**src/rtl/uart_rx_param.sv**
```systemverilog
// -----------------------------------------------------------------------------
// uart_rx_param
//   Parametrised UART receiver. The frame format is configurable: 5-9 data
//   bits, optional odd/even parity, and 1 or 2 stop bits. The rx input passes
//   through a 2-flop synchroniser. Each bit is decided by a 3-tap majority
//   vote around mid-bit, using an oversampling tick. Received words go to the
//   consumer over a valid/ready handshake and carry per-word parity, framing
//   and overrun status.
//
// Parameters
//   CLK_FREQ    system clock frequency, Hz
//   BAUD_RATE   line rate, bit/s
//   OVERSAMPLE  sample ticks per bit (even, >= 8)
//   DATA_BITS   data bits per frame (5..9)
//   PARITY      0 none, 1 odd, 2 even
//   STOP_BITS   1 or 2
//
// Ports
//   clk          system clock, rising edge
//   reset_n      asynchronous active-low reset
//   rx           serial line, idle high, asynchronous to clk
//   data_out     received word, LSB = first bit on the line
//   data_valid   word available; held until accepted
//   data_ready   consumer accepts the word when valid & ready at a clock edge
//   parity_err   parity mismatch for the word in data_out
//   framing_err  a stop bit was sampled 0 for the word in data_out
//   overrun_err  1-cycle pulse: an unaccepted word was overwritten
//   break_det    1-cycle pulse on a line break (tied 0 unless enabled)
//   busy         receiver FSM is not idle
//
// Build option
//   UART_RX_BREAK_DETECT_EN  When defined, a frame whose data, parity and
//                            stop votes are all 0 pulses break_det and is not
//                            delivered. When undefined, that frame is
//                            delivered as data 0 with framing_err set. In both
//                            builds the receiver waits for the line to return
//                            high before it looks for another start bit.
// -----------------------------------------------------------------------------
`timescale 1ns/1ps

module uart_rx_param #(
    parameter int CLK_FREQ   = 50000000,
    parameter int BAUD_RATE  = 9600,
    parameter int OVERSAMPLE = 16,
    parameter int DATA_BITS  = 8,
    parameter int PARITY     = 0,
    parameter int STOP_BITS  = 1
) (
    input  logic                 clk,
    input  logic                 reset_n,
    input  logic                 rx,
    output logic [DATA_BITS-1:0] data_out,
    output logic                 data_valid,
    input  logic                 data_ready,
    output logic                 parity_err,
    output logic                 framing_err,
    output logic                 overrun_err,
    output logic                 break_det,
    output logic                 busy
);

    // ------------------------------------------------------------------
    // Derived constants
    // ------------------------------------------------------------------
    localparam int DIV   = CLK_FREQ / (BAUD_RATE * OVERSAMPLE);
    localparam int DIV_W = (DIV > 1) ? $clog2(DIV) : 1;
    localparam int OS_W  = $clog2(OVERSAMPLE);
    localparam int BIT_W = $clog2(DATA_BITS);

    localparam logic [DIV_W-1:0] DIV_LAST  = DIV_W'(DIV - 1);
    localparam logic [OS_W-1:0]  T_LAST    = OS_W'(OVERSAMPLE - 1);
    localparam logic [OS_W-1:0]  T_V0      = OS_W'(OVERSAMPLE / 2 - 1);
    localparam logic [OS_W-1:0]  T_V1      = OS_W'(OVERSAMPLE / 2);
    localparam logic [OS_W-1:0]  T_V2      = OS_W'(OVERSAMPLE / 2 + 1);
    localparam logic [BIT_W-1:0] BIT_LAST  = BIT_W'(DATA_BITS - 1);
    localparam logic             STOP_LAST = 1'(STOP_BITS - 1);

    generate
        if (DIV < 1 || OVERSAMPLE < 8 || (OVERSAMPLE % 2) != 0 ||
            DATA_BITS < 5 || DATA_BITS > 9 || PARITY < 0 || PARITY > 2 ||
            (STOP_BITS != 1 && STOP_BITS != 2)) begin : g_bad_params
            $error("uart_rx_param: illegal parameter combination");
        end
    endgenerate

    typedef enum logic [2:0] {
        S_IDLE,
        S_START,
        S_DATA,
        S_PARITY,
        S_STOP,
        S_BRK_WAIT
    } state_t;

    state_t state;

    // ------------------------------------------------------------------
    // Input synchroniser and start-edge detect
    // ------------------------------------------------------------------
    logic rx_meta;
    logic rx_s;
    logic rx_s_q;

    // NOTE: the synchroniser resets to the idle line level (1), so that
    // reset release is not mistaken for a start bit.
    always_ff @(posedge clk or negedge reset_n) begin
        if (!reset_n) begin
            rx_meta <= 1'b1;
            rx_s    <= 1'b1;
            rx_s_q  <= 1'b1;
        end else begin
            rx_meta <= rx;
            rx_s    <= rx_meta;
            rx_s_q  <= rx_s;
        end
    end

    logic start_edge;
    assign start_edge = rx_s_q & ~rx_s;

    // ------------------------------------------------------------------
    // Frame datapath signals
    // ------------------------------------------------------------------
    logic [DIV_W-1:0]     div_cnt;
    logic [OS_W-1:0]      tick_cnt;
    logic [BIT_W-1:0]     bit_cnt;
    logic                 stop_cnt;
    logic                 v0;
    logic                 v1;
    logic [DATA_BITS-1:0] data_shift;
    logic                 par_bit;
    logic                 all_zero;
    logic                 stop_err;

    logic tick;
    logic vote;
    logic par_xor;
    logic par_bad;
    logic line_zero;
    logic frame_bad;

    assign tick = (div_cnt == DIV_LAST);

    // The third sample is the live rx_s value at the last voting tick.
    assign vote = (v0 & v1) | (v0 & rx_s) | (v1 & rx_s);

    // The XOR over the data and the received parity bit is 0 for correct
    // even parity and 1 for correct odd parity.
    assign par_xor = (^data_shift) ^ par_bit;
    assign par_bad = (PARITY == 2) ? par_xor :
                     (PARITY == 1) ? ~par_xor : 1'b0;

    // These two signals are evaluated at the last stop-bit vote.
    assign line_zero = all_zero & ~vote;
    assign frame_bad = stop_err | ~vote;

    assign busy = (state != S_IDLE);

    // ------------------------------------------------------------------
    // Receiver FSM, datapath and registered outputs
    // ------------------------------------------------------------------
    // NOTE: all state in this block uses non-blocking assignment. A later
    // assignment in the same cycle overrides an earlier default. The
    // delivery path relies on this to override the handshake clear of
    // data_valid.
    always_ff @(posedge clk or negedge reset_n) begin
        if (!reset_n) begin
            state       <= S_IDLE;
            div_cnt     <= '0;
            tick_cnt    <= '0;
            bit_cnt     <= '0;
            stop_cnt    <= 1'b0;
            v0          <= 1'b0;
            v1          <= 1'b0;
            data_shift  <= '0;
            par_bit     <= 1'b0;
            all_zero    <= 1'b0;
            stop_err    <= 1'b0;
            data_out    <= '0;
            data_valid  <= 1'b0;
            parity_err  <= 1'b0;
            framing_err <= 1'b0;
            overrun_err <= 1'b0;
            break_det   <= 1'b0;
        end else begin
            overrun_err <= 1'b0;
            break_det   <= 1'b0;
            if (data_valid && data_ready) begin
                data_valid <= 1'b0;
            end

            div_cnt <= tick ? '0 : div_cnt + 1'b1;

            case (state)
                S_IDLE: begin
                    if (start_edge) begin
                        state    <= S_START;
                        div_cnt  <= '0;
                        tick_cnt <= '0;
                        bit_cnt  <= '0;
                        stop_cnt <= 1'b0;
                        all_zero <= 1'b1;
                        stop_err <= 1'b0;
                    end
                end

                // A frame of all zeros means the line is held low. Stay here
                // until the line returns high so that one break is not seen
                // as a stream of frames.
                S_BRK_WAIT: begin
                    if (rx_s) begin
                        state <= S_IDLE;
                    end
                end

                default: begin
                    if (tick) begin
                        tick_cnt <= (tick_cnt == T_LAST) ? '0 : tick_cnt + 1'b1;
                        if (tick_cnt == T_V0) v0 <= rx_s;
                        if (tick_cnt == T_V1) v1 <= rx_s;

                        if (tick_cnt == T_V2) begin
                            case (state)
                                S_START: begin
                                    state <= vote ? S_IDLE : S_DATA;
                                end

                                S_DATA: begin
                                    data_shift <= {vote, data_shift[DATA_BITS-1:1]};
                                    all_zero   <= all_zero & ~vote;
                                    if (bit_cnt == BIT_LAST) begin
                                        bit_cnt <= '0;
                                        state   <= (PARITY != 0) ? S_PARITY : S_STOP;
                                    end else begin
                                        bit_cnt <= bit_cnt + 1'b1;
                                    end
                                end

                                S_PARITY: begin
                                    par_bit  <= vote;
                                    all_zero <= all_zero & ~vote;
                                    state    <= S_STOP;
                                end

                                S_STOP: begin
                                    if (stop_cnt != STOP_LAST) begin
                                        stop_cnt <= stop_cnt + 1'b1;
                                        stop_err <= stop_err | ~vote;
                                        all_zero <= all_zero & ~vote;
                                    end else begin
                                        // Leave at mid-bit so that a start bit
                                        // right after this stop bit is caught.
                                        state <= S_IDLE;
`ifdef UART_RX_BREAK_DETECT_EN
                                        if (line_zero) begin
                                            break_det <= 1'b1;
                                            state     <= S_BRK_WAIT;
                                        end else begin
                                            data_out    <= data_shift;
                                            parity_err  <= par_bad;
                                            framing_err <= frame_bad;
                                            data_valid  <= 1'b1;
                                            overrun_err <= data_valid & ~data_ready;
                                        end
`else
                                        data_out    <= data_shift;
                                        parity_err  <= par_bad;
                                        framing_err <= frame_bad;
                                        data_valid  <= 1'b1;
                                        overrun_err <= data_valid & ~data_ready;
                                        if (line_zero) begin
                                            state <= S_BRK_WAIT;
                                        end
`endif
                                    end
                                end

                                default: begin
                                    state <= S_IDLE;
                                end
                            endcase
                        end
                    end
                end
            endcase
        end
    end

endmodule
```
**config.mk**
```make
export PLATFORM = sky130hd
export DESIGN_NAME = uart_rx_param
export DESIGN_NICKNAME = d
export VERILOG_FILES = /design/src/rtl/uart_rx_param.sv
export SDC_FILE = /design/constraint.sdc
export NUM_CORES = 1
export LEC_CHECK = 0
export ABC_AREA = 1
export BUFFER_PORTS_ARGS = -buffer_cell sky130_fd_sc_hd__buf_4
export CORE_ASPECT_RATIO = 0.7
export CORE_MARGIN = 1
export CORE_UTILIZATION = 29
export CTS_BUF_LIST = sky130_fd_sc_hd__clkbuf_4 sky130_fd_sc_hd__clkbuf_8 sky130_fd_sc_hd__clkbuf_16
export DETAILED_ROUTE_END_ITERATION = 16
export PLACE_DENSITY = 0.44
export SYNTH_ARGS = -nofsm -noshare
export SYNTH_HDL_FRONTEND = slang
export SYNTH_SLANG_ARGS = --single-unit
export TNS_END_PERCENT = 5
```
**constraint.sdc**
```tcl
create_clock -name clk -period 2.2 [get_ports clk]
set_clock_uncertainty 0.1 [all_clocks]
set_input_delay 0.11 -clock clk [delete_from_list [all_inputs] [get_ports clk]]
set_output_delay 0.11 -clock clk [all_outputs]
set_load 0.005 [all_outputs]
```
==> reports/results.ini <==
[sta]
fmax_ghz=0.553
setup_viol=0
finalSetupTns_ns=0
post-route-period-util_pct=82.2
hold_viol=0
drv_slew=0
relSlewSlack_pct=61.2
period_needed_ns=1.81
rsz0062_at_grt=no
setup_ws_ns=0.391
max_slew.worst_pin.slew_ns=0.581

[placed_design]
gp_congestion=0.770
place_ws_ns=0.393
dp_hpwl_um=3290
portBuffers=15

[grt]
gr-usage-met1_pct=20.9
grt_antenna_before_repair=0
grt_overflow=0
busiest_layer=met1
grtUsageTotal_pct=12.8
grt_pass1_wl_um=8320
use_met2_pct=15.3
grt_max_degree=46
use_met3_pct=3.78
grt_pass1_vias=1606

[worst_setup_path]
cp_max_fo=20
cp-end-kind=flip-flop
crit_buf_inv=2
slowest_stage=dfrtp_1
cp_top_family=simple AND/OR/NAND/NOR gates
worstPathRequired_ns=2.27
r2r_start=tick_cnt[1]
startpoint=tick_cnt[1]
path_class=flip-flop to flip-flop
crit_chain=inv_1 -> ha_1 -> nand3_1 -> inv_2 -> nand3_2 -> nand2_1 -> o21ai_2
critPathMaxStageDelay_ns=0.41
cp-start-kind=flip-flop
cp.arrival_ns=1.88

[logic_synthesis]
ys_warn_count=0
yosysSeqAreaShare_pct=47.6
syn_area_mm2=0.00237
synth-seq-cells=45
synth_cells=277
yosysUniqueCellTypes=33
avgSynthCellArea_um2=8.57

[power]
p_int_mw=1.61
power_switching_mw=0.883
peakVddDrop_mv=0.339
sw_frac_of_total_pct=35.4
p_per_area_mw_per_mm2=910
clockPowerShare_pct=30.8
seqPwrFrac_pct=42.5
leakage_nw=1.36
combinationalPowerShare_pct=26.7

[drt]
wl_um=4640
postRouteAntennaNets=0
routedWlPerCell_um=11.6
drc_errors=0
drt_first_pass_iters=4
vias=1700
first_iter_violations=84
via_per_inst=4.26

[clocking]
cts_resized=0
cts_buffer_depth=2
clock-root-buffer=clkbuf_16
worstSkewPairLatency_ns=0.29
cts.sinks=45
cts.clk_slew.worst_paths_ns=0.07
htreeDepth=2
numCtsBuffers=5
cts_tree=built

[cells_and_area]
mostFrequentLayoutCell=nand2_1
layout.nets=309
syn_to_final_growth_pct=15.6
n_antenna_cell=0
final_layout_size_suffix_gt1_share_pct=23.2
n_fill_cell=836
final_cell_mix=84 x nand2_1, 42 x dfrtp_1, 29 x inv_1

[run]
maxCapViolations=0

[floorplan]
rows=27
ios=18
start_util_pct=30.0
die_h_um=77.7
die_area_mm2=0.00856
die_w_um=110
fp.coreArea_mm2=0.00791

[outcome]
outcome=finished, final reports clean

[min_path]
hold_path_class=input pin to async pin

## layout make-up
class,count,area (µm²),share of cell area (%)
Clock buffer,6,139,5.06
Clock inverter,1,7.51,0.274
Inverter,37,143,5.20
Multi-Input combinational cell,191,1060,38.5
Sequential cell,45,1130,41.2
Tap cell,101,126,4.61
Timing Repair Buffer,18,143,5.20
## layer usage
metal	vias up	share of wire, %	routed length, µm
met3	7	4.0	186
met2	26	35	1630
met1	760	60	2770
met4	0	1.3	61
met5	-	0	0
li1	907	-	-
## repair_timing
action | 4_1_cts | 5_1_grt
endpoints found under the hold margin | 45 | 0
setup buffers | 0 | 0
hold buffers | 3 | 0
## worst paths after layout
check	to	slack [ns]	cells past startpoint
max	data_shift[5]	0.39	7
min	div_cnt[5]	0.26	2
max reg2reg	data_shift[5]	0.39	7
min reg2reg	rx_s	0.26	0
max in group asynchronous	all_zero	1.34	2
min in group clk	rx_s	0.26	0
## synthesized netlist by cell type
| library cell | number | share of area [%] |
|---|---|---|
| inv_4 | 1 | 0.26 |
| o21bai_1 | 1 | 0.32 |
| clkinv_2 | 1 | 0.21 |
| nand3_4 | 1 | 0.74 |
| nand2_1 | 84 | 13 |
| buf_6 | 3 | 1.4 |
| nor3_1 | 5 | 1.1 |
| o21ai_1 | 1 | 0.21 |
| nand3_1 | 24 | 5.1 |
| nand2_4 | 4 | 1.9 |
| a31oi_1 | 1 | 0.26 |
| nand4_1 | 1 | 0.26 |
| o21ai_4 | 1 | 0.69 |
| dfrtp_1 | 42 | 44 |
| nor2_2 | 4 | 1.1 |
| nor3b_1 | 1 | 0.32 |
| nor2_1 | 20 | 3.2 |
| o21ai_0 | 2 | 0.42 |
| inv_1 | 29 | 4.6 |
| nor3_2 | 2 | 0.84 |
| dfstp_2 | 3 | 3.3 |
| inv_2 | 6 | 0.95 |
| nor3b_2 | 1 | 0.53 |
| nand3b_1 | 1 | 0.32 |
| nand3_2 | 1 | 0.42 |
| ha_1 | 7 | 3.7 |
| nor2_4 | 6 | 2.8 |
| nand2_2 | 2 | 0.53 |
| and3_1 | 1 | 0.26 |
| a21oi_1 | 4 | 0.84 |
| buf_4 | 2 | 0.63 |
| o21ai_2 | 14 | 5.2 |
| conb_1 | 1 | 0.16 |
## power by group through the flow
stage	clock network [mW]	logic (mW)	registers, mW
finish	0.768	0.667	1.06
global route	0.830	0.784	1.08
CTS	0.798	0.681	1.06
detailed placement	0	0.675	1.08
global placement	0	0.678	1.08
floorplan	0	0.527	1.04
## kinds of logic after synthesis
| kind of cell | count (synthesis) | share of synthesized area, % |
|---|---|---|
| flops | 45 | 47.6 |
| simple gates | 158 | 32.6 |
| buf+inv | 42 | 8.06 |
| fa+ha+maj | 7 | 3.69 |
| other cells | 1 | 0.158 |
| compound gates | 24 | 7.91 |
## registers in the layout, summed over array words and instances, names as in the netlist
signal,count
all_zero,1
bit_cnt,3
data_out,8
data_shift,8
data_valid,1
div_cnt,9
framing_err,1
overrun_err,1
rx_meta,1
rx_s,1
rx_s_q,1
state,3
stop_err,1
tick_cnt,4
v0,1
v1,1
## worst reg2reg max path: cells and delay by family (launching register included)
family	cells	cell delay, ns
buffers and inverters	2	0.25
AOI/OAI and AO/OA	1	0.07
DFF	1	0.41
adders and majority gates	1	0.15
and+or+nand+nor	3	0.73
## stage by stage
| stage | cell area (µm²) | power [mW] | hold slack, ns | cells | util, % |
|---|---|---|---|---|---|
| final | 2740 | 2.50 | 0.256 | 399 | 34.7 |
| after global routing | 2740 | 2.70 | 0.258 | 399 | 34.7 |
| after CTS | 2740 | 2.54 | 0.257 | 399 | 34.7 |
| after detailed placement | 2570 | 1.75 | 0.0639 | 389 | 32.5 |
| after global placement | 2570 | 1.76 | 0.0638 | 389 | 32.5 |
| after floorplan | 2380 | 1.57 | -0.286 | 278 | - |
(Power assumes the default switching activity.)
